**config.mk**
```make
export PLATFORM = sky130hd
export DESIGN_NAME = uart_msg_arbiter
export DESIGN_NICKNAME = d
export VERILOG_FILES = /design/src/rtl/uart_msg_arbiter_pkg.sv /design/src/rtl/uart_msg_arbiter_prio_enc_onehot.sv /design/src/rtl/uart_msg_arbiter.sv
export SDC_FILE = /design/constraint.sdc
export NUM_CORES = 1
export LEC_CHECK = 0
export ABC_AREA = 1
export ABC_CLOCK_PERIOD_IN_PS = 1870
export CORE_MARGIN = 2
export CORE_UTILIZATION = 54
export CTS_BUF_LIST = sky130_fd_sc_hd__clkbuf_4 sky130_fd_sc_hd__clkbuf_8 sky130_fd_sc_hd__clkbuf_16
export CTS_CLUSTER_SIZE = 25
export DETAILED_ROUTE_END_ITERATION = 16
export HOLD_SLACK_MARGIN = 0.12
export PLACE_DENSITY = 0.81
export REMOVE_ABC_BUFFERS = 1
export SYNTH_ARGS = -nofsm -noshare
export SYNTH_HDL_FRONTEND = slang
export SYNTH_SLANG_ARGS = --single-unit
```
**constraint.sdc**
```tcl
create_clock -name clk -period 1.87 [get_ports clk]
set_input_delay 0.374 -clock clk [delete_from_list [all_inputs] [get_ports clk]]
set_output_delay 0.374 -clock clk [all_outputs]
set_load 0.03 [all_outputs]
```
**src/rtl/uart_msg_arbiter_pkg.sv**
```systemverilog
// rtl/uart_msg_arbiter_pkg.sv - shared state encoding, requester indices and message codes
package uart_msg_arbiter_pkg;

  typedef enum logic [1:0] {
    S_IDLE = 2'd0,
    S_LOAD = 2'd1,
    S_SEND = 2'd2,
    S_GAP  = 2'd3
  } state_t;

  localparam int REQ_ALARM     = 0;
  localparam int REQ_LEVEL_KEY = 1;
  localparam int REQ_CHANGE    = 2;
  localparam int REQ_HISTORY   = 3;
  localparam int REQ_STAGE_INC = 4;

  localparam logic [2:0] MSG_NONE      = 3'd0;
  localparam logic [2:0] MSG_ALARM     = 3'd1;
  localparam logic [2:0] MSG_LEVEL_KEY = 3'd2;
  localparam logic [2:0] MSG_CHANGE    = 3'd3;
  localparam logic [2:0] MSG_HISTORY   = 3'd4;
  localparam logic [2:0] MSG_STAGE_INC = 3'd5;

  // Message code of a requester is its index plus one; zero means idle.
  function automatic logic [2:0] msg_code(input int idx);
    return 3'(idx + 1);
  endfunction

endpackage

```
**src/rtl/uart_msg_arbiter_prio_enc_onehot.sv**
```systemverilog
// rtl/uart_msg_arbiter_prio_enc_onehot.sv - combinational lowest-index-wins one-hot priority encoder
module prio_enc_onehot #(
  parameter int W = 5
) (
  input  logic [W-1:0] req_vec,
  output logic [W-1:0] onehot,
  output logic         valid
);

  // x & -x isolates the lowest set bit.
  always_comb begin
    onehot = req_vec & (~req_vec + W'(1));
    valid  = |req_vec;
  end

endmodule

```
**src/rtl/uart_msg_arbiter.sv**
```systemverilog
// rtl/uart_msg_arbiter.sv - fixed-priority UART message arbiter with inter-message gap
// Optional SEND timeout with sticky err is enabled by defining MSG_TIMEOUT_EN.
module uart_msg_arbiter
  import uart_msg_arbiter_pkg::*;
#(
  parameter int NREQ   = 5,
  parameter int GAP    = 16,
  parameter int TO_CYC = 2_000_000,
  parameter int CNTW   = 21
) (
  input  logic            clk,
  input  logic            rst,
  input  logic            sw,
  input  logic [NREQ-1:0] req,
  input  logic            msg_done,
  output logic [2:0]      data,
  output logic            DV,
  output logic [NREQ-1:0] grant,
  output logic [NREQ-1:0] pending,
  output logic            err
);

  if (NREQ < 1 || NREQ > 7 || GAP < 1 || TO_CYC < 1 ||
      (64'd1 << CNTW) <= 64'(GAP) || (64'd1 << CNTW) <= 64'(TO_CYC)) begin : g_bad_cfg
    $error("uart_msg_arbiter: NREQ must be 1..7 and CNTW must hold GAP and TO_CYC");
  end

  localparam logic [CNTW-1:0] GAP_LOAD = CNTW'(GAP - 1);

  state_t          state;
  logic [CNTW-1:0] cnt;
  logic [NREQ-1:0] sel;
  logic            sel_valid;
  logic [2:0]      sel_code;

  prio_enc_onehot #(.W(NREQ)) u_prio_enc (
    .req_vec (pending),
    .onehot  (sel),
    .valid   (sel_valid)
  );

  always_comb begin
    sel_code = MSG_NONE;
    for (int i = 0; i < NREQ; i++) begin
      if (sel[i]) sel_code = msg_code(i);
    end
  end

`ifdef MSG_TIMEOUT_EN
  localparam logic [CNTW-1:0] TO_LAST = CNTW'(TO_CYC - 1);
`else
  assign err = 1'b0;
`endif

  always_ff @(posedge clk) begin
    if (rst) begin
      state   <= S_IDLE;
      pending <= '0;
      grant   <= '0;
      data    <= MSG_NONE;
      DV      <= 1'b0;
      cnt     <= '0;
`ifdef MSG_TIMEOUT_EN
      err     <= 1'b0;
`endif
    end else if (!sw) begin
      state   <= S_IDLE;
      pending <= '0;
      grant   <= '0;
      data    <= MSG_NONE;
      DV      <= 1'b0;
      cnt     <= '0;
    end else begin
      DV      <= 1'b0;
      pending <= pending | req;
      case (state)
        S_IDLE: begin
          if (sel_valid) begin
            // Clearing the granted bit overrides a same-cycle request on it.
            pending <= (pending | req) & ~sel;
            grant   <= sel;
            data    <= sel_code;
            DV      <= 1'b1;
            state   <= S_LOAD;
          end
        end
        S_LOAD: begin
          cnt   <= '0;
          state <= S_SEND;
        end
        S_SEND: begin
          if (msg_done) begin
            cnt   <= GAP_LOAD;
            state <= S_GAP;
`ifdef MSG_TIMEOUT_EN
          end else if (cnt == TO_LAST) begin
            err   <= 1'b1;
            cnt   <= GAP_LOAD;
            state <= S_GAP;
          end else begin
            cnt   <= cnt + CNTW'(1);
          end
`else
          end
`endif
        end
        S_GAP: begin
          if (cnt == '0) begin
            grant <= '0;
            data  <= MSG_NONE;
            state <= S_IDLE;
          end else begin
            cnt <= cnt - CNTW'(1);
          end
        end
        default: state <= S_IDLE;
      endcase
    end
  end

endmodule
```
==> impl_metrics.env <==
export IMPL_outcome="finished, final reports clean"
export IMPL_postCtsSetupBuffers=0
export IMPL_synth_top_area_cell="dfxtp_1"
export IMPL_cts_inserted_buffers=5
export IMPL_synth_area_top_cells="dfxtp_1, nand2_1, nor2_1"
export IMPL_dr_pass1_iters=4
export IMPL_critPathKind="reg2out"
export IMPL_synth_most_common_cell="nand2_1"
export IMPL_cts_root_buf="clkbuf_8"
export IMPL_syn2layout_area_growth_pct=20.9
export IMPL_crit_family="buffers and inverters"
export IMPL_nFillCells=321
export IMPL_port_buffers=22
export IMPL_diodes=0
export IMPL_required_ns=1.50
export IMPL_final_nets=358
export IMPL_cpMaxStageDelayCell="clkdlybuf4s50_1"
export IMPL_hpwlAfterDp_um=3340
export IMPL_period_needed_ns=1.81
export IMPL_min_path_cells=2
export IMPL_wl_um=4530
export IMPL_post_drt_wl_per_cell_um=11.5
export IMPL_seq_area_sq_um=741
export IMPL_pwr_density_cell_nw_per_um2=908
export IMPL_drv_slew=0
export IMPL_tns_ns=0
export IMPL_yosysWarnings=0
export IMPL_grt_pass1_wl_um=8220
export IMPL_drt_initial_drc_count=114
export IMPL_cp_arrival_ns=1.44
export IMPL_placed_area_sq_um=2370
export IMPL_fmax_mhz=551
export IMPL_fp_dieH_um=65.9
export IMPL_ys_ff_latch=37
export IMPL_reg2reg_depth=9
export IMPL_fin_util_pct=68.3
export IMPL_grt_pass1_vias=1978
export IMPL_cts_htree_levels=2
export IMPL_rsz0062_at_grt="false"
export IMPL_start_kind="register"
export IMPL_cp_slowest_stage_delay_ns=0.71
export IMPL_syn_area_sq_um=2070
export IMPL_skew_ns=0.0109
export IMPL_dieArea_sq_um=4340
export IMPL_ir_drop_v=0.000583
export IMPL_cp_cell_sequence="clkdlybuf4s50_1"
export IMPL_cts_buffer_depth=2
export IMPL_async_flop_share_pct=0
export IMPL_power_total_mw=2.27
export IMPL_start_util_pct=56.5
export IMPL_drv_cap=0
export IMPL_clk_pin_slew_ns=0.08
export IMPL_hold_class="reg2reg"
export IMPL_track_usage_pct=23.9
export IMPL_synth_edff_count=0
export IMPL_num_rows=22
export IMPL_dp_slack_ns=0.0788
export IMPL_end_kind="output port"
export IMPL_fp_dieW_um=65.9
export IMPL_synth_avg_cell_area_sq_um=6.58
export IMPL_setup_violations=0
export IMPL_grt_ovfl_total=0
export IMPL_multi_input_area_sq_um=1170
export IMPL_layout_setup_ws_ns=0.0556
export IMPL_clock_insertion_delay_worst_skew_ns=0.30
export IMPL_route_antenna_remaining_nets=0
export IMPL_hold_viol_final=0
export IMPL_vias=2021
export IMPL_ys_types=33
export IMPL_drc=0
export IMPL_power_leakage_nw=1.12
export IMPL_drive_gt1_share_pct=10.4
export IMPL_ff2ff_setup_slack_ns=0.21
export IMPL_cts_tree="built"
export IMPL_cts_sinks=37
export IMPL_yosysSeqAreaShare_pct=35.8
export IMPL_design_area_sq_um=2500
export IMPL_cp_num_buf_inv=1
export IMPL_cp_max_fo=6
export IMPL_cp_depth=1
export IMPL_final_min_period_over_clock_period_pct=97.0
export IMPL_synth_flop_cell="dfxtp_1"
export IMPL_synth_cells=314
export IMPL_grt_antenna_before_repair=0
export IMPL_coreArea_sq_um=3660
export IMPL_post_drt_via_cell_ratio=5.14
export IMPL_synth_common_cells="nand2_1, nor2_1, dfxtp_1"
export IMPL_gp_congestion=0.866
export IMPL_io_pins=24
export IMPL_yosysTopAreaCellShare_pct=35.8
export IMPL_grt_start_max_net_pins=30
-- sequential cells by signal (all words and copies together), names as in the netlist --
register / count
state: 2
data: 3
pending: 5
DV: 1
grant: 5
cnt: 21
-- routing by layer --
metal / track usage [%] / vias to the layer above / part of all wire, %
met5: 0 / - / 0
met4: 8.07 / 0 / 1.6
met3: 4.77 / 7 / 4.4
met2: 44.2 / 44 / 50
met1: 27.1 / 911 / 44
li1: - / 1059 / -
-- cell type report --
| type | instances | area share [%] |
|---|---|---|
| Clock buffer | 5 | 2.75 |
| Inverter | 31 | 4.65 |
| Multi-Input combinational cell | 238 | 46.7 |
| Timing Repair Buffer | 31 | 12.0 |
| Clock inverter | 3 | 1.85 |
| Tap cell | 48 | 2.40 |
| Sequential cell | 37 | 29.6 |
-- power breakdown --
| group | switching [mW] | total [mW] | leakage [nW] | internal, mW |
|---|---|---|---|---|
| logic | 0.444 | 0.705 | 0.764 | 0.261 |
| registers | 0.0341 | 0.856 | 0.300 | 0.822 |
| clock network | 0.311 | 0.710 | 0.0543 | 0.399 |
-- cells by family (layout without fill, tap and decap cells) --
family,count (synthesis),in the layout,synth area share [%]
xor+xnor,5,5,2.12
other cells,1,1,0.181
simple gates,183,183,38.3
compound gates,44,44,12.3
flops,37,37,35.8
fa+ha+maj,5,5,3.03
buf+inv,39,70,8.23
-- what timing repair did --
item	CTS	global route
gates resized for setup	0	3
hold buffers	0	0
setup endpoints to repair	0	5
-- path summary, 6_finish.rpt --
check	start	end
worst min-delay path	grant[0]$_SDFFE_PP0P_	grant[0]$_SDFFE_PP0P_
worst min register to register	grant[0]$_SDFFE_PP0P_	grant[0]$_SDFFE_PP0P_
worst max-delay path	pending[0]$_SDFF_PP0_	pending[0]
worst max register to register	state[1]$_SDFFE_PP0P_	cnt[5]$_SDFFE_PP0P_
-- cell usage in the layout (no fill, tap or decap), drive strengths merged, types with 2 or more instances in the layout --
master	Yosys	layout
nand3	26	26
nand2	80	80
dfxtp	37	37
nand4	3	3
nand3b	2	2
a21oi	28	28
clkbuf	3	5
or2	2	2
ha	5	5
xor2	4	4
inv	30	30
o21ai	10	10
clkinv	1	2
buf	5	9
o211ai	2	2
and2	2	2
clkdlybuf4s50	0	22
nor2	66	66
nor3	2	2
-- per-stage QoR --
step | hold WS (ns) | instances
CTS | 0.467 | 393
global placement | 0.448 | 385
floorplan | 0.439 | 306
finish | 0.465 | 393
detailed placement | 0.454 | 385
global route | 0.488 | 393
Power figures use the tool's default switching activity.
